--- config.mk ---
export PLATFORM = sky130hd
export DESIGN_NAME = usb2_in_arbiter_flat
export DESIGN_NICKNAME = d
export VERILOG_FILES = /design/src/rtl/usb2_in_arbiter_pkg.sv /design/src/rtl/usb2_in_arbiter_if.sv /design/src/rtl/usb2_rr_pick.sv /design/src/rtl/usb2_in_arbiter.sv /design/src/flat_wrapper.sv
export SDC_FILE = /design/constraint.sdc
export NUM_CORES = 1
export LEC_CHECK = 0
export ABC_AREA = 0
export CAP_MARGIN = 20
export CORE_MARGIN = 2
export CORE_UTILIZATION = 28
export DETAILED_ROUTE_END_ITERATION = 8
export PLACE_DENSITY = 0.7
export SLEW_MARGIN = 10
export SYNTH_ARGS = -nofsm -noshare
export SYNTH_HDL_FRONTEND = slang
export SYNTH_HIERARCHICAL = 1
export SYNTH_SLANG_ARGS = --single-unit
export TNS_END_PERCENT = 30
--- constraint.sdc ---
create_clock -name ext_clk -period 2.9 [get_ports ext_clk]
set_input_delay 0.58 -clock ext_clk [delete_from_list [all_inputs] [get_ports ext_clk]]
set_output_delay 0.58 -clock ext_clk [all_outputs]
set_load 0.005 [all_outputs]
--- src/rtl/usb2_in_arbiter_pkg.sv ---
// Shared types and defaults for the USB2 buffer-port arbiters.
// The IN-side arbiter and the future OUT-side arbiter both import this package.
package usb2_arb_pkg;

  typedef enum logic [1:0] {
    IDLE    = 2'd0,
    FILL    = 2'd1,
    COMMIT  = 2'd2,
    RELEASE = 2'd3
  } arb_state_t;

  localparam int ARB_ADDR_W      = 9;
  localparam int ARB_LEN_W       = 10;
  localparam int ARB_ACK_TIMEOUT = 4096;

endpackage

--- src/rtl/usb2_in_arbiter_if.sv ---
// Connection to the core's external IN-endpoint buffer port (buf_in_* on usb2_top).
// The master modport is the arbiter side; the slave modport is the core side.
interface usb2_buf_in_if
  import usb2_arb_pkg::*;
#(
  parameter int ADDR_W = ARB_ADDR_W,
  parameter int LEN_W  = ARB_LEN_W
) ();

  // Handshake: buf_in_wren qualifies buf_in_addr/buf_in_data for one byte write.
  // buf_in_commit is held high with a stable buf_in_commit_len until the master
  // samples buf_in_commit_ack high. buf_in_ready is a level from the core.
  logic [ADDR_W-1:0] buf_in_addr;
  logic [7:0]        buf_in_data;
  logic              buf_in_wren;
  logic              buf_in_ready;
  logic              buf_in_commit;
  logic [LEN_W-1:0]  buf_in_commit_len;
  logic              buf_in_commit_ack;

  modport master (
    output buf_in_addr, buf_in_data, buf_in_wren, buf_in_commit, buf_in_commit_len,
    input  buf_in_ready, buf_in_commit_ack
  );

  modport slave (
    input  buf_in_addr, buf_in_data, buf_in_wren, buf_in_commit, buf_in_commit_len,
    output buf_in_ready, buf_in_commit_ack
  );

endinterface

--- src/rtl/usb2_rr_pick.sv ---
// Combinational round-robin picker: first asserted request at or above rr_ptr,
// wrapping from N-1 back to 0.
module usb2_rr_pick #(
  parameter int N     = 4,
  parameter int PTR_W = $clog2(N)
) (
  input  logic [N-1:0]     req,
  input  logic [PTR_W-1:0] rr_ptr,
  output logic [N-1:0]     win_oh,
  output logic [PTR_W-1:0] win_idx,
  output logic             any
);

  int c;

  always_comb begin
    win_oh  = '0;
    win_idx = '0;
    any     = 1'b0;
    c       = 0;
    for (int k = 0; k < N; k++) begin
      c = int'(rr_ptr) + k;
      if (c >= N) c = c - N;
      if (!any && req[c]) begin
        any        = 1'b1;
        win_idx    = PTR_W'(c);
        win_oh[c]  = 1'b1;
      end
    end
  end

endmodule

--- src/rtl/usb2_in_arbiter.sv ---
// Round-robin owner of the core's IN buffer port: one requester per packet
// (fill then commit), with a commit watchdog so a lost ack cannot lock the port.
module usb2_in_arbiter
  import usb2_arb_pkg::*;
#(
  parameter int NUM_REQ     = 4,
  parameter int ADDR_W      = ARB_ADDR_W,
  parameter int LEN_W       = ARB_LEN_W,
  parameter int ACK_TIMEOUT = ARB_ACK_TIMEOUT
) (
  input  logic                      ext_clk,
  input  logic                      reset_n,
  input  logic [NUM_REQ-1:0]        req,
  output logic [NUM_REQ-1:0]        gnt,
  input  logic [NUM_REQ*ADDR_W-1:0] req_addr,
  input  logic [NUM_REQ*8-1:0]      req_data,
  input  logic [NUM_REQ-1:0]        req_wren,
  input  logic [NUM_REQ-1:0]        req_commit,
  input  logic [NUM_REQ*LEN_W-1:0]  req_commit_len,
  output logic [NUM_REQ-1:0]        req_done,
  output logic                      req_ready,
  usb2_buf_in_if.master             core,
  output logic                      err_commit_timeout,
  output logic                      busy,
  output arb_state_t                dbg_state
);

  localparam int PTR_W = $clog2(NUM_REQ);
  localparam int WD_W  = $clog2(ACK_TIMEOUT);
  localparam logic [WD_W-1:0] WD_LAST = WD_W'(ACK_TIMEOUT - 1);

  arb_state_t         state, state_n;
  logic [NUM_REQ-1:0] gnt_n, done_n, pick_oh;
  logic [PTR_W-1:0]   gidx, gidx_n, rr_ptr, rr_n, pick_idx;
  logic               pick_any;
  logic               commit_q, commit_n;
  logic [LEN_W-1:0]   len_q, len_n;
  logic [WD_W-1:0]    wd, wd_n;
  logic               err_n, busy_n;

  usb2_rr_pick #(.N(NUM_REQ), .PTR_W(PTR_W)) u_pick (
    .req     (req),
    .rr_ptr  (rr_ptr),
    .win_oh  (pick_oh),
    .win_idx (pick_idx),
    .any     (pick_any)
  );

  always_ff @(posedge ext_clk or negedge reset_n) begin
    if (!reset_n) begin
      state              <= IDLE;
      gnt                <= '0;
      gidx               <= '0;
      rr_ptr             <= '0;
      commit_q           <= 1'b0;
      len_q              <= '0;
      wd                 <= '0;
      req_done           <= '0;
      err_commit_timeout <= 1'b0;
      busy               <= 1'b0;
    end else begin
      state              <= state_n;
      gnt                <= gnt_n;
      gidx               <= gidx_n;
      rr_ptr             <= rr_n;
      commit_q           <= commit_n;
      len_q              <= len_n;
      wd                 <= wd_n;
      req_done           <= done_n;
      err_commit_timeout <= err_n;
      busy               <= busy_n;
    end
  end

  always_comb begin
    state_n  = state;
    gnt_n    = gnt;
    gidx_n   = gidx;
    rr_n     = rr_ptr;
    commit_n = commit_q;
    len_n    = len_q;
    wd_n     = wd;
    done_n   = '0;
    err_n    = 1'b0;
    unique case (state)
      IDLE: begin
        if (pick_any) begin
          state_n = FILL;
          gnt_n   = pick_oh;
          gidx_n  = pick_idx;
          rr_n    = (pick_idx == PTR_W'(NUM_REQ - 1)) ? '0 : pick_idx + 1'b1;
        end
      end
      FILL: begin
        // A commit in the same cycle as the request dropping still completes the packet.
        if (req_commit[gidx]) begin
          state_n  = COMMIT;
          commit_n = 1'b1;
          len_n    = req_commit_len[int'(gidx)*LEN_W +: LEN_W];
          wd_n     = '0;
        end else if (!req[gidx]) begin
          state_n = RELEASE;
          gnt_n   = '0;
        end
      end
      COMMIT: begin
        if (core.buf_in_commit_ack) begin
          state_n  = RELEASE;
          commit_n = 1'b0;
          gnt_n    = '0;
          done_n   = gnt;
        end else if (wd == WD_LAST) begin
          state_n  = RELEASE;
          commit_n = 1'b0;
          gnt_n    = '0;
          err_n    = 1'b1;
        end else begin
          wd_n = wd + 1'b1;
        end
      end
      RELEASE: state_n = IDLE;
      default: state_n = IDLE;
    endcase
    busy_n = (state_n != IDLE);
  end

  // Write path is a pure mux off the registered grant, so it adds no latency.
  always_comb begin
    core.buf_in_addr = '0;
    core.buf_in_data = '0;
    core.buf_in_wren = 1'b0;
    if (gnt != '0) begin
      core.buf_in_addr = req_addr[int'(gidx)*ADDR_W +: ADDR_W];
      core.buf_in_data = req_data[int'(gidx)*8 +: 8];
      core.buf_in_wren = (state == FILL) && req_wren[gidx];
    end
  end

  assign core.buf_in_commit     = commit_q;
  assign core.buf_in_commit_len = len_q;
  assign req_ready              = core.buf_in_ready & (|gnt);
  assign dbg_state              = state;

endmodule

--- src/flat_wrapper.sv ---
// flat-port wrapper written by rule: the top's interface ports become plain ports
module usb2_in_arbiter_flat import usb2_arb_pkg::*;
#(
  parameter int NUM_REQ     = 4,
  parameter int ADDR_W      = ARB_ADDR_W,
  parameter int LEN_W       = ARB_LEN_W,
  parameter int ACK_TIMEOUT = ARB_ACK_TIMEOUT
)
  (ext_clk, reset_n, req, gnt, req_addr, req_data, req_wren, req_commit, req_commit_len, req_done, req_ready, err_commit_timeout, busy, dbg_state, core_buf_in_addr, core_buf_in_data, core_buf_in_wren, core_buf_in_commit, core_buf_in_commit_len, core_buf_in_ready, core_buf_in_commit_ack);
  usb2_buf_in_if #(.ADDR_W(ADDR_W), .LEN_W(LEN_W)) core_i ();
  input  logic ext_clk;
  input  logic reset_n;
  input  logic [NUM_REQ-1:0] req;
  output logic [NUM_REQ-1:0] gnt;
  input  logic [NUM_REQ*ADDR_W-1:0] req_addr;
  input  logic [NUM_REQ*8-1:0] req_data;
  input  logic [NUM_REQ-1:0] req_wren;
  input  logic [NUM_REQ-1:0] req_commit;
  input  logic [NUM_REQ*LEN_W-1:0] req_commit_len;
  output logic [NUM_REQ-1:0] req_done;
  output logic req_ready;
  output logic err_commit_timeout;
  output logic busy;
  output arb_state_t dbg_state;
  output wire logic [$bits(core_i.buf_in_addr)-1:0] core_buf_in_addr;
  output wire logic [$bits(core_i.buf_in_data)-1:0] core_buf_in_data;
  output wire logic [$bits(core_i.buf_in_wren)-1:0] core_buf_in_wren;
  output wire logic [$bits(core_i.buf_in_commit)-1:0] core_buf_in_commit;
  output wire logic [$bits(core_i.buf_in_commit_len)-1:0] core_buf_in_commit_len;
  input wire logic [$bits(core_i.buf_in_ready)-1:0] core_buf_in_ready;
  input wire logic [$bits(core_i.buf_in_commit_ack)-1:0] core_buf_in_commit_ack;
  assign core_buf_in_addr = core_i.buf_in_addr;
  assign core_buf_in_data = core_i.buf_in_data;
  assign core_buf_in_wren = core_i.buf_in_wren;
  assign core_buf_in_commit = core_i.buf_in_commit;
  assign core_buf_in_commit_len = core_i.buf_in_commit_len;
  assign core_i.buf_in_ready = core_buf_in_ready;
  assign core_i.buf_in_commit_ack = core_buf_in_commit_ack;
  usb2_in_arbiter #(.NUM_REQ(NUM_REQ), .ADDR_W(ADDR_W), .LEN_W(LEN_W), .ACK_TIMEOUT(ACK_TIMEOUT)) u_core (.ext_clk(ext_clk), .reset_n(reset_n), .req(req), .gnt(gnt), .req_addr(req_addr), .req_data(req_data), .req_wren(req_wren), .req_commit(req_commit), .req_commit_len(req_commit_len), .req_done(req_done), .req_ready(req_ready), .core(core_i), .err_commit_timeout(err_commit_timeout), .busy(busy), .dbg_state(dbg_state));
endmodule
==> results of run 1 <==
## cells in the final DEF (no fill, tap or decap), types with 2 or more instances in the layout
cell type and instances:
or4_1 8, nand3b_1 2, clkdlybuf4s50_1 163, nor4_1 2
o31ai_1 10, nor3_1 2, mux4_2 30, o31a_1 2
a41oi_1 3, a22oi_1 8, nor2b_1 24, ha_1 15
nand2_1 13, a211oi_1 2, nand4_1 2, mux2i_1 2
o21ai_0 13, clkbuf_16 5, nand4b_1 2, nand3_1 6
and2_1 4, mux2_2 20, inv_1 11, mux4_1 3
or2_2 2, and4_1 2, buf_4 20, and3_1 5
dfrtp_1 38, nand2b_1 2, a21oi_1 12, o211ai_1 3
nor2_1 6
## routing by layer
layer | global-route usage | share of wire | wire (µm) | vias to the layer above
met5 | 0 | 0 | 0 | -
met4 | 0.03951 | 0.014 | 144 | 0
met3 | 0.03647 | 0.073 | 729 | 14
met2 | 0.3002 | 0.52 | 5224 | 132
met1 | 0.1741 | 0.39 | 3946 | 1525
li1 | - | - | - | 1468
## registers in the layout (all words and copies together), names as in the netlist
register and cells:
u_core/req_done 4, u_core/gidx 2, u_core/busy 1, u_core/core.buf_in_commit_len 10
u_core/wd 12, u_core/err_commit_timeout 1, u_core/rr_ptr 2, u_core/dbg_state 2
u_core/gnt 4, u_core/core.buf_in_commit 1
## Yosys cell counts (2+ instances only)
master / number
or2_2: 2
nand3b_1: 2
mux2_2: 20
nor2_1: 6
o211ai_1: 3
nand4_1: 2
mux4_1: 3
a41oi_1: 3
ha_1: 15
inv_1: 11
nor2b_1: 24
dfrtp_1: 39
or4_1: 8
nor3_1: 2
mux2i_1: 2
and3_1: 5
o21ai_0: 13
mux4_2: 30
and2_1: 4
nor4_1: 3
nand3_1: 6
nand2b_1: 2
a22oi_1: 8
nand4b_1: 2
a21oi_1: 12
buf_6: 4
buf_2: 7
o31ai_1: 10
a211oi_1: 2
clkbuf_1: 8
o31a_1: 2
and4_1: 2
nand2_1: 13
## area by class of cell
type | instances | share of cell area
multi-input cells | 216 | 0.4019
repair buffers | 185 | 0.3391
flip-flops and latches | 39 | 0.1845
well taps | 143 | 0.03379
clock buffers | 6 | 0.02623
inverters | 11 | 0.007798
clock inverters | 2 | 0.006616
## where the power goes
part | total, mW | switching, mW | internal (mW)
clock | 0.634 | 0.207 | 0.427
sequential | 0.840 | 0.131 | 0.709
combinational | 2.94 | 1.30 | 1.64
## path summary, 6_finish.rpt
kind / to / slack (ns) / cells after the start
min in group ext_clk: u_core/core.buf_in_commit_len[6] / 0.51 / 1
worst min-delay path: u_core/gnt[2] / 0.42 / 1
max in group asynchronous: u_core/gidx[0] / 1.87 / 1
worst min register to register: u_core/core.buf_in_commit_len[6] / 0.51 / 1
worst max register to register: u_core/rr_ptr[1] / 0.30 / 8
worst max-delay path: core_buf_in_addr[1] / 0.15 / 4
## cell families after synthesis
| group | Yosys count | share of synthesized area |
|---|---|---|
| flops | 39 | 0.3003 |
| buf+inv | 30 | 0.04659 |
| mux | 55 | 0.3077 |
| simple gates | 86 | 0.1610 |
| compound gates | 60 | 0.1267 |
| fa+ha+maj | 15 | 0.05776 |
## through the flow
stage | instances | total power, mW | hold WS, ns | setup slack [ns] | utilization
after detailed placement | 594 | 3.803 | 0.4930 | -0.1289 | 0.4505
after global routing | 602 | 4.729 | 0.4984 | 0.007392 | 0.4657
final | 602 | 4.416 | 0.4242 | 0.1526 | 0.4657
after global placement | 594 | 3.726 | 0.4906 | -0.03692 | 0.4505
after CTS | 602 | 4.463 | 0.4637 | 0.1062 | 0.4657
after floorplan | 285 | 2.627 | 0.2844 | 0.2082 | -
==> impl_metrics.yaml, run 1 <==
status:
  outcome: "completed"
logic_synthesis:
  synth_area_um2: 3249
  synth_edf_count: 0
  yosysTopAreaCell: "dfrtp_1"
  syn_avg_cell_area_um2: 11.40
  yosysTopAreaCellShare: 0.3003
  yosys.cell_types.count: 43
  synth_flop_cell: "dfrtp_1"
  syn_nets: 424
  synthArstFlopShare: 1.000
  ys_warn_count: 6
  ys_top_cells_by_area: "dfrtp_1 30%, mux4_2 21%, mux2_2 6.9%"
  yosysSeqAreaShare: 0.3003
  synthCells: 285
  ys_seq_elements: 39
detailed_routing:
  wl_per_cell_um: 16.68
  first_pass_iters: 4
  wirelength_um: 10040
  drc: 0
  num_vias: 3139
  vias_per_cell: 5.214
  postRouteAntennaNets: 0
  drt_first_iter_violations: 115
sta:
  final-hold-violation-count: 0
  worst_pin_slew_ns: 0.8887
  fin_tns_setup_ns: 0
  rsz0062_at_grt: "false"
  setup_viol: 0
  fin_skew_ns: 0.006129
  period_share: 0.9474
  layout_min_cycle_time_ns: 2.747
  slew_violations: 0
  max_freq_mhz: 364.0
  max_slew_margin: 0.4076
clock_network:
  postCtsSetupBuffers: 0
  cts_tree: "yes"
  postCtsHoldBufs: 0
  insertion_delay_ns: 0.28
  numCtsBuffers: 5
  post_cts_resized: 1
  clock_tree.root_cell: "clkbuf_16"
  htreeDepth: 2
  cts_buffer_depth: 2
  clock_sink_count: 39
  clk_pin_slew_ns: 0.06
cells_and_area:
  antenna_cells: 0
  drive_gt1_frac: 0.1895
  fillers: 1045
  area_growth_pct: 62.96
  multiInputGateArea_um2: 2128
  ff_latch_area_um2: 977.2
  nNetsFinal: 597
  fin_area_um2: 5295
setup_path:
  max_stage_delay_ns: 0.53
  worstSetupPathType: "reg -> out"
  required_ns: 2.32
  path_max_fanout: 12
  crit_family: "buffers and inverters"
  r2r-start: "u_core/rr_ptr[1]"
  startpoint_type: "register"
  cp_cell_sequence: "buf_4 > mux4_2 > nor2b_1 > clkdlybuf4s50_1"
  critPathSlowestCell: "mux4_2"
  arrival_ns: 2.17
  crit_buf_inv: 2
  end_kind: "output port"
  critPathLaunch: "u_core/gidx[0]"
power_and_ir_drop:
  ir_worst_vdd_mv: 0.3267
  power_density_nw_per_um2: 834.0
  p_leak_nw: 2.068
placed_design:
  routabilityCongestion: 0.8950
  hpwl_um: 8251
  io_buffers: 165
  placed_area_um2: 5122
worst_hold_path:
  hold_path_class: "in -> async"
flow_run:
  drv_cap: 0
grt:
  grt_pass1_vias: 3325
  antenna_found_initial: 0
  grt_pass1_wl_um: 16040
  track_usage: 0.1570
  gr-total-overflow: 0
  grt_max_degree: 40
die:
  die_area_um2: 12480
  rows: 39
  core_um2: 11370
  start_util: 0.2858
  io_pins: 166
  die_h_um: 111.7
  die_w_um: 111.7
Power figures use the tool's default switching activity.
==> run 2: changes to the inputs <==
--- a/config.mk
+++ b/config.mk
@@ -10,7 +10,7 @@
 export CORE_MARGIN = 2
 export CORE_UTILIZATION = 28
 export DETAILED_ROUTE_END_ITERATION = 8
-export PLACE_DENSITY = 0.7
+export REMOVE_ABC_BUFFERS = 1
 export SLEW_MARGIN = 10
 export SYNTH_ARGS = -nofsm -noshare
 export SYNTH_HDL_FRONTEND = slang
==> impl_metrics.yaml, run 2 (same netlist as run 1, synthesis figures left out) <==
status:
  outcome: "completed"
setup_path:
  startpoint_type: "register"
  arrival_ns: 2.15
  critPathLaunch: "u_core/gidx[0]"
  r2r-start: "u_core/rr_ptr[0]"
  rrSetupSlack_ns: 0.31
  required_ns: 2.32
  end_kind: "output port"
  rr_endpoint: "u_core/rr_ptr[1]"
  worstSetupPathType: "reg -> out"
  reg2regPathDepth: 8
  cp-endpoint: "core_buf_in_data[5]"
  path_max_fanout: 14
sta:
  worst_pin_slew_ns: 0.8945
  final-hold-violation-count: 0
  setup_viol: 0
  slew_violations: 0
  fin_tns_setup_ns: 0
  layout_min_cycle_time_ns: 2.731
  period_share: 0.9416
  rsz0062_at_grt: "false"
  fin_skew_ns: 0.006583
  max_slew_margin: 0.4036
  max_freq_mhz: 366.2
die:
  start_util: 0.2858
  rows: 39
  io_pins: 166
  die_w_um: 111.7
  die_h_um: 111.7
  core_um2: 11370
  die_area_um2: 12480
power_and_ir_drop:
  power_density_nw_per_um2: 825.3
  ir_worst_vdd_mv: 0.4338
  p_leak_nw: 2.078
  p_total_mw: 4.392
clock_network:
  postCtsHoldBufs: 0
  insertion_delay_ns: 0.28
  htreeDepth: 2
  clock_tree.root_cell: "clkbuf_16"
  cts_tree: "yes"
  numCtsBuffers: 5
  clk_pin_slew_ns: 0.06
  cts_buffer_depth: 2
  clock_sink_count: 39
grt:
  gr-total-overflow: 0
  antenna_found_initial: 0
  track_usage: 0.1597
  grt_pass1_wl_um: 16170
  grt_pass1_vias: 3307
  grt_max_degree: 40
cells_and_area:
  area_growth_pct: 63.77
  fillers: 1082
  nNetsFinal: 599
  drive_gt1_frac: 0.1931
  largest_reg_flops: 12
  most-common-layout-cells: "163 x clkdlybuf4s50_1, 38 x dfrtp_1, 30 x mux4_2, 24 x nor2b_1, 21 x buf_4"
  top_register: "u_core/wd"
  antenna_cells: 0
  final_common_cell: "clkdlybuf4s50_1"
placed_design:
  io_buffers: 165
  hpwl_um: 8078
  routabilityCongestion: 0.7766
detailed_routing:
  drc: 0
  postRouteAntennaNets: 0
  wirelength_um: 9922
  first_pass_iters: 8
  wl_per_cell_um: 16.43
  vias_per_cell: 5.210
  drt_first_iter_violations: 148
  num_vias: 3147
flow_run:
  drv_cap: 0
worst_hold_path:
  hold_path_class: "in -> async"
==> run 2: layer usage <==
metal	global-route usage	vias up	routed length (µm)
met5	0	-	0
met4	0.03457	0	141
met3	0.05389	8	973
met2	0.2966	133	5194
met1	0.1765	1531	3613
li1	-	1475	-
==> run 2: layout make-up <==
cell class | instances | area (µm²) | area share
clock buffer | 5 | 125.1 | 0.02351
clock inverter | 3 | 43.79 | 0.008229
inverter | 11 | 41.29 | 0.007759
multi-input combinational | 216 | 2130 | 0.4002
sequential | 39 | 979.7 | 0.1841
tap | 143 | 178.9 | 0.03362
timing repair buffer | 187 | 1823 | 0.3426
==> run 2: repair_timing <==
item	CTS	global route
pin swaps	1	0
gates resized for setup	2	1
hold endpoints to repair	0	0
endpoints found under the setup margin	1	1
setup buffers	0	0
==> run 2: metrics by stage <==
step	instance area, µm²	hold slack, ns	instances	utilization	setup slack, ns
after floorplan	3139	0.2844	266	-	0.008223
after global placement	5150	0.4879	596	0.4530	-0.08509
after detailed placement	5150	0.4922	596	0.4530	-0.1081
after CTS	5319	0.4623	604	0.4678	0.07816
after global routing	5321	0.4971	604	0.4680	0.02864
final	5321	0.4199	604	0.4680	0.1694
==> run 2: worst min-delay path by stage <==
stage / startpoint / end / slack (ns) / depth (start not counted)
floorplan: reset_n / u_core/busy / 0.28 / 0
global placement: u_core/core.buf_in_commit_len[4] / u_core/core.buf_in_commit_len[4] / 0.49 / 1
detailed placement: u_core/core.buf_in_commit_len[6] / u_core/core.buf_in_commit_len[6] / 0.49 / 1
CTS: reset_n / u_core/gnt[2] / 0.46 / 1
global route: reset_n / u_core/req_done[1] / 0.50 / 1
finish: reset_n / u_core/gnt[3] / 0.42 / 1
==> run 2: where the power goes <==
group          switching [mW]  internal [mW]  leakage, nW
logic                    1.22           1.67         1.49
registers               0.163          0.712        0.501
clock network           0.225          0.406       0.0838
==> run 2: critical path, cell delays in order, from the launching register on <==
cell,delay (ns)
dfrtp_4,0.55
buf_12,0.21
mux4_2,0.50
nor2b_1,0.14
clkdlybuf4s50_1,0.46
==> run 3: changes to the inputs <==
--- a/config.mk
+++ b/config.mk
@@ -7,13 +7,14 @@
 export LEC_CHECK = 0
 export ABC_AREA = 0
 export CAP_MARGIN = 20
+export CORE_ASPECT_RATIO = 1.2
 export CORE_MARGIN = 2
 export CORE_UTILIZATION = 28
 export DETAILED_ROUTE_END_ITERATION = 8
+export PLACE_DENSITY = 0.63
 export REMOVE_ABC_BUFFERS = 1
 export SLEW_MARGIN = 10
 export SYNTH_ARGS = -nofsm -noshare
 export SYNTH_HDL_FRONTEND = slang
-export SYNTH_HIERARCHICAL = 1
 export SYNTH_SLANG_ARGS = --single-unit
 export TNS_END_PERCENT = 30
==> impl_metrics.yaml, run 3 <==
sta:
  worst_slack_ns: 0.05321
  period_share: 0.9817
  rsz0062_at_grt: "false"
  setup_viol: 0
  worst_pin_slew_ns: 0.8717
  max_slew_margin: 0.4189
  slew_violations: 0
  layout_min_cycle_time_ns: 2.847
  fin_skew_ns: 0.003385
  max_freq_mhz: 351.3
  final-hold-violation-count: 0
  fin_tns_setup_ns: 0
cells_and_area:
  drive_gt1_frac: 0.1818
  nNetsFinal: 597
  antenna_cells: 0
  top_register: "u_core.wd"
  fin_util: 0.4792
  fin_area_um2: 5314
  largest_reg_flops: 12
  most-common-layout-cells: "164 x clkdlybuf4s50_1, 38 x dfrtp_1, 30 x mux4_2, 20 x nor2b_1, 16 x inv_1"
  area_growth_pct: 66.03
  final_common_cell: "clkdlybuf4s50_1"
placed_design:
  routabilityCongestion: 0.8652
  placed_area_um2: 5115
  pre_cts_ws_ns: -0.03630
  hpwl_um: 8620
  io_buffers: 165
grt:
  track_usage: 0.1722
  use_met2: 0.3117
  grt_pass1_vias: 3212
  use_met1: 0.2143
  grt_max_degree: 40
  grt_pass1_wl_um: 16650
  gr-total-overflow: 0
  antenna_found_initial: 0
  use_met3: 0.02189
  grt-busiest-layer: "met2"
setup_path:
  rr_endpoint: "u_core.gnt[2]"
  rrSetupSlack_ns: 0.47
  arrival_ns: 2.27
  startpoint_type: "primary input"
  required_ns: 2.32
  path_max_fanout: 1
  worstSetupPathType: "in -> out"
  reg2regPathDepth: 6
  end_kind: "output port"
  r2r-start: "u_core.rr_ptr[0]"
  critPathLaunch: "req_wren[0]"
status:
  outcome: "completed"
detailed_routing:
  drc: 0
  drt_first_iter_violations: 134
  first_pass_iters: 5
  num_vias: 3100
  wirelength_um: 10520
  postRouteAntennaNets: 0
  vias_per_cell: 5.032
  wl_per_cell_um: 17.08
power_and_ir_drop:
  intPower_mw: 2.793
  ir_worst_vdd_mv: 0.3886
  swShare: 0.3645
  p_leak_nw: 2.042
  power_frac_seq: 0.196
  power_density_nw_per_um2: 827.2
  power.share.combinational: 0.643
  clkPwrFrac: 0.161
  netSwitchingPower_mw: 1.602
die:
  die_w_um: 101.6
  io_pins: 166
  start_util: 0.2886
  core_um2: 11090
  rows: 42
  die_area_um2: 12310
  die_h_um: 121.1
logic_synthesis:
  syn_avg_cell_area_um2: 11.00
  synthCells: 291
  synth.most_common_cell: "dfrtp_1"
  synth_area_um2: 3201
  synth_flop_cell: "dfrtp_1"
  yosysSeqAreaShare: 0.3049
  synth_edf_count: 0
  yosysTopAreaCell: "dfrtp_1"
  ys_top_cells_by_area: "dfrtp_1 30%, mux4_2 21%, mux2_2 5.3%"
  yosysTopAreaCellShare: 0.3049
  ys_warn_count: 0
  ys_seq_elements: 39
  yosys.cell_types.count: 48
  yosys-top-cells-count: "39 x dfrtp_1, 30 x mux4_2, 20 x nor2b_1"
  synthArstFlopShare: 1.000
clock_network:
  cts_buffer_depth: 2
  clock_sink_count: 39
  cts_tree: "yes"
  clock_tree.root_cell: "clkbuf_16"
  clk_pin_slew_ns: 0.06
  insertion_delay_ns: 0.28
  htreeDepth: 2
  numCtsBuffers: 5
worst_hold_path:
  hold_path_class: "in -> async"
flow_run:
  drv_cap: 0
==> run 3: cell count changes after synthesis, moves of 5 or more <==
cell     delta
inv_1       +5
a22oi_1     -8
mux2_2      -5
mux2i_1     +5
xnor2_1     +5
or4_1       -7
==> run 3: through the flow <==
| step | cells | power, mW | hold WS (ns) |
|---|---|---|---|
| global route | 616 | 4.709 | 0.4926 |
| detailed placement | 608 | 3.718 | 0.4920 |
| CTS | 616 | 4.443 | 0.4475 |
| global placement | 608 | 3.679 | 0.4851 |
| floorplan | 272 | 2.468 | 0.2844 |
| finish | 616 | 4.396 | 0.4163 |
==> run 3: metal layers <==
metal / part of all wire / vias up
met2: 0.52 / 106
met1: 0.41 / 1519
met5: 0 / -
li1: - / 1465
met3: 0.056 / 10
met4: 0.010 / 0
==> run 3: critical path: stages <==
cell and delay (ns):
clkdlybuf4s50_1 0.44, nor2b_1 0.15, a211oi_2 0.10, a2111oi_1 0.41, clkdlybuf4s50_1 0.59
==> run 3: worst max path at each step <==
stage | slack, ns | endpoint | cells past startpoint
2_1_floorplan | -0.18 | u_core.wd[11] | 5
3_3_place_gp | -0.03 | core_buf_in_wren | 5
3_5_place_dp | -0.04 | core_buf_in_wren | 5
4_1_cts | 0.003 | core_buf_in_wren | 5
5_1_grt | 0.02 | core_buf_in_data[5] | 4
6_report | 0.05 | core_buf_in_wren | 5
==> run 3: layout make-up <==
cell class | count | area (µm²)
inverters | 16 | 60.06
flip-flops and latches | 39 | 977.2
repair buffers | 182 | 1799
fillers | 1037 | 5774
well taps | 154 | 192.7
clock inverters | 3 | 67.56
clock buffers | 5 | 125.1
multi-input cells | 217 | 2092
==> run 3: kinds of logic after synthesis <==
logic type	count (synthesis)	share of synthesized area
multiplexers	53	0.2928
adder cells (fa/ha/maj)	12	0.04691
AND/OR/NAND/NOR	85	0.1513
AO/OA/AOI/OAI	62	0.1450
XOR/XNOR	5	0.01368
flip-flops	39	0.3049
buffers and inverters	35	0.04535
==> run 3: power groups by stage <==
| stage | Sequential (mW) | Clock, mW | Combinational (mW) |
|---|---|---|---|
| global placement | 0.861 | 0 | 2.82 |
| finish | 0.860 | 0.708 | 2.83 |
| CTS | 0.864 | 0.720 | 2.86 |
| global route | 0.886 | 0.738 | 3.08 |
| floorplan | 0.982 | 0 | 1.49 |
| detailed placement | 0.872 | 0 | 2.85 |
==> run 3: what timing repair did <==
action	CTS	global route
buffers inserted	0	0
pin swaps	0	1
hold buffers	0	0
gates resized for setup	1	1
setup endpoints to repair	1	1
==> variant: new RTL, settings of run 3 <==
Reset style: synchronous (`reset_n`), changed in one clocked block.
--- a/src/rtl/usb2_in_arbiter.sv
+++ b/src/rtl/usb2_in_arbiter.sv
@@ -46,7 +46,7 @@
     .any     (pick_any)
   );
 
-  always_ff @(posedge ext_clk or negedge reset_n) begin
+  always_ff @(posedge ext_clk) begin
     if (!reset_n) begin
       state              <= IDLE;
       gnt                <= '0;
Function: differs if reset_n is asserted again (counterexample within 4 cycles, from zero or initial values and one cycle with reset_n low); with reset_n held inactive, the same outputs for 10 cycles.
==> variant against run 3 <==
  * Final area is 5.0% lower
  * Total power decreased by 29%
  * Setup slack improved by 84 ps
  * Core utilization up 0.060 points
  * Sequential cell count stayed put
  * Synthesized cell count increased by 7.2%
  * Register-to-register slack worse by 160 ps
  * Global-route usage decreased by 0.57 points
  * Largest power group unchanged
  * Routed wire length down 7.8%
  * Area after synthesis is 5.2% lower
==> variant: results <==
metrics = {
    "status": {
        "outcome": "complete, no violations",
    },
    "timing": {
        "timing.clock.skew_ps": 3.48,
        "worstMarginPinSlew_ps": 583,
    },
    "finish": {
        "sequential_standard_cell_area_um2": 782,
        "largest_register": "u_core.wd",
        "n_antenna_cell": 0,
        "drive_gt1_share_pct": 12.8,
        "largest_reg_flops": 12,
        "final_net_count": 611,
        "nFillCells": 981,
    },
    "clocking": {
        "cts_repair_resized_insts": 0,
        "clk_latency_ps": 280,
        "clock_tree.htree_level_count": 2,
        "clk_root_buffer_cell": "sky130_fd_sc_hd__clkbuf_16",
    },
    "grt": {
        "grt_start_max_net_pins": 33,
        "antenna_found_initial": 0,
        "first_pass_grt_wire_length_um": 15800,
        "aggregate_global_route_resource_usage_pct": 16.6,
        "via_count_of_the_first_global_routing_pass": 3262,
    },
    "detailed_routing": {
        "post-route-drc-count": 0,
        "detail_route.wl_per_cell_um": 16.0,
        "detailedRoute.firstPassIterationCount": 4,
        "detailedRoute.firstIterationViolations": 86,
        "vias_per_instance": 5.23,
        "met3WireLength_um": 910,
        "routedLengthMet1_um": 3550,
        "wirelength_um": 9700,
        "met2RoutedLength_um": 5180,
    },
    "pwr": {
        "reported_combinational_group_power_mw": 1.83,
        "clkPwrFrac_pct": 20.1,
        "share_comb_of_total_power_pct": 58.8,
        "leakagePower_nw": 1.83,
        "switching_share_pct": 34.7,
        "peakVddDrop_mv": 0.248,
    },
    "place": {
        "port_buffers": 165,
        "dp_cells": 597,
        "post_dp_cell_area_mm2": 0.00488,
        "gp_congestion": 0.815,
        "post-dp-hpwl_um": 7840,
        "placement.setup.worst_slack_ps": 85.1,
    },
    "critical_path": {
        "arrival_ps": 2180,
        "path_max_fanout": 6,
        "critical-path-max-stage-delay_ps": 570,
        "path_delay_family": "buffers and inverters",
    },
    "synth": {
        "synthDominantCellAreaShare_pct": 25.7,
        "post_synth_main_area_contributors": "sky130_fd_sc_hd__dfxtp_1 26%, sky130_fd_sc_hd__mux4_2 24%, sky130_fd_sc_hd__ha_1 5.0%, sky130_fd_sc_hd__nor2b_1 4.3%, sky130_fd_sc_hd__mux2i_1 3.6%",
        "yosysUniqueCellTypes": 54,
        "synth.cells.most_frequent": "39 x sky130_fd_sc_hd__dfxtp_1, 32 x sky130_fd_sc_hd__mux4_2, 23 x sky130_fd_sc_hd__nor2_1, 21 x sky130_fd_sc_hd__nor2b_1, 18 x sky130_fd_sc_hd__nand2_1",
        "synth_cells": 312,
        "synth-seq-area-share_pct": 25.7,
        "yosys_warnings": 0,
        "share_of_synthesized_registers_carrying_an_async_set_or_reset_pct": 0,
    },
    "min_path": {
        "min-delay-path-class": "reg -> reg",
    },
}
==> variant: area by class of cell <==
type	count	area share, %
multi-input combinational	239	41.9
inverter	12	0.893
tap	129	3.20
sequential	39	15.5
clock inverter	3	0.868
timing repair buffer	178	35.2
clock buffer	5	2.48
==> variant: kinds of logic after synthesis <==
logic type / synth area share, %
compound gates: 14.0
fa+ha+maj: 4.95
simple gates: 21.2
buf+inv: 4.74
xor+xnor: 1.15
flops: 25.7
mux: 28.1
==> variant: final timing paths <==
check                                   endpoint  cells after the start  slack, ps                 from
worst min-delay path               u_core.wd[11]                      2        480        u_core.wd[11]
worst min register to register     u_core.wd[11]                      2        480        u_core.wd[11]
worst max register to register  u_core.rr_ptr[0]                     10        310     u_core.rr_ptr[0]
worst max-delay path            core_buf_in_wren                      5        140  u_core.dbg_state[1]
==> variant: routing by layer <==
layer	vias up	global-route usage [%]
met3	6	5.64
met4	0	2.40
met2	141	31.5
met1	1502	18.0
li1	1518	-
met5	-	0
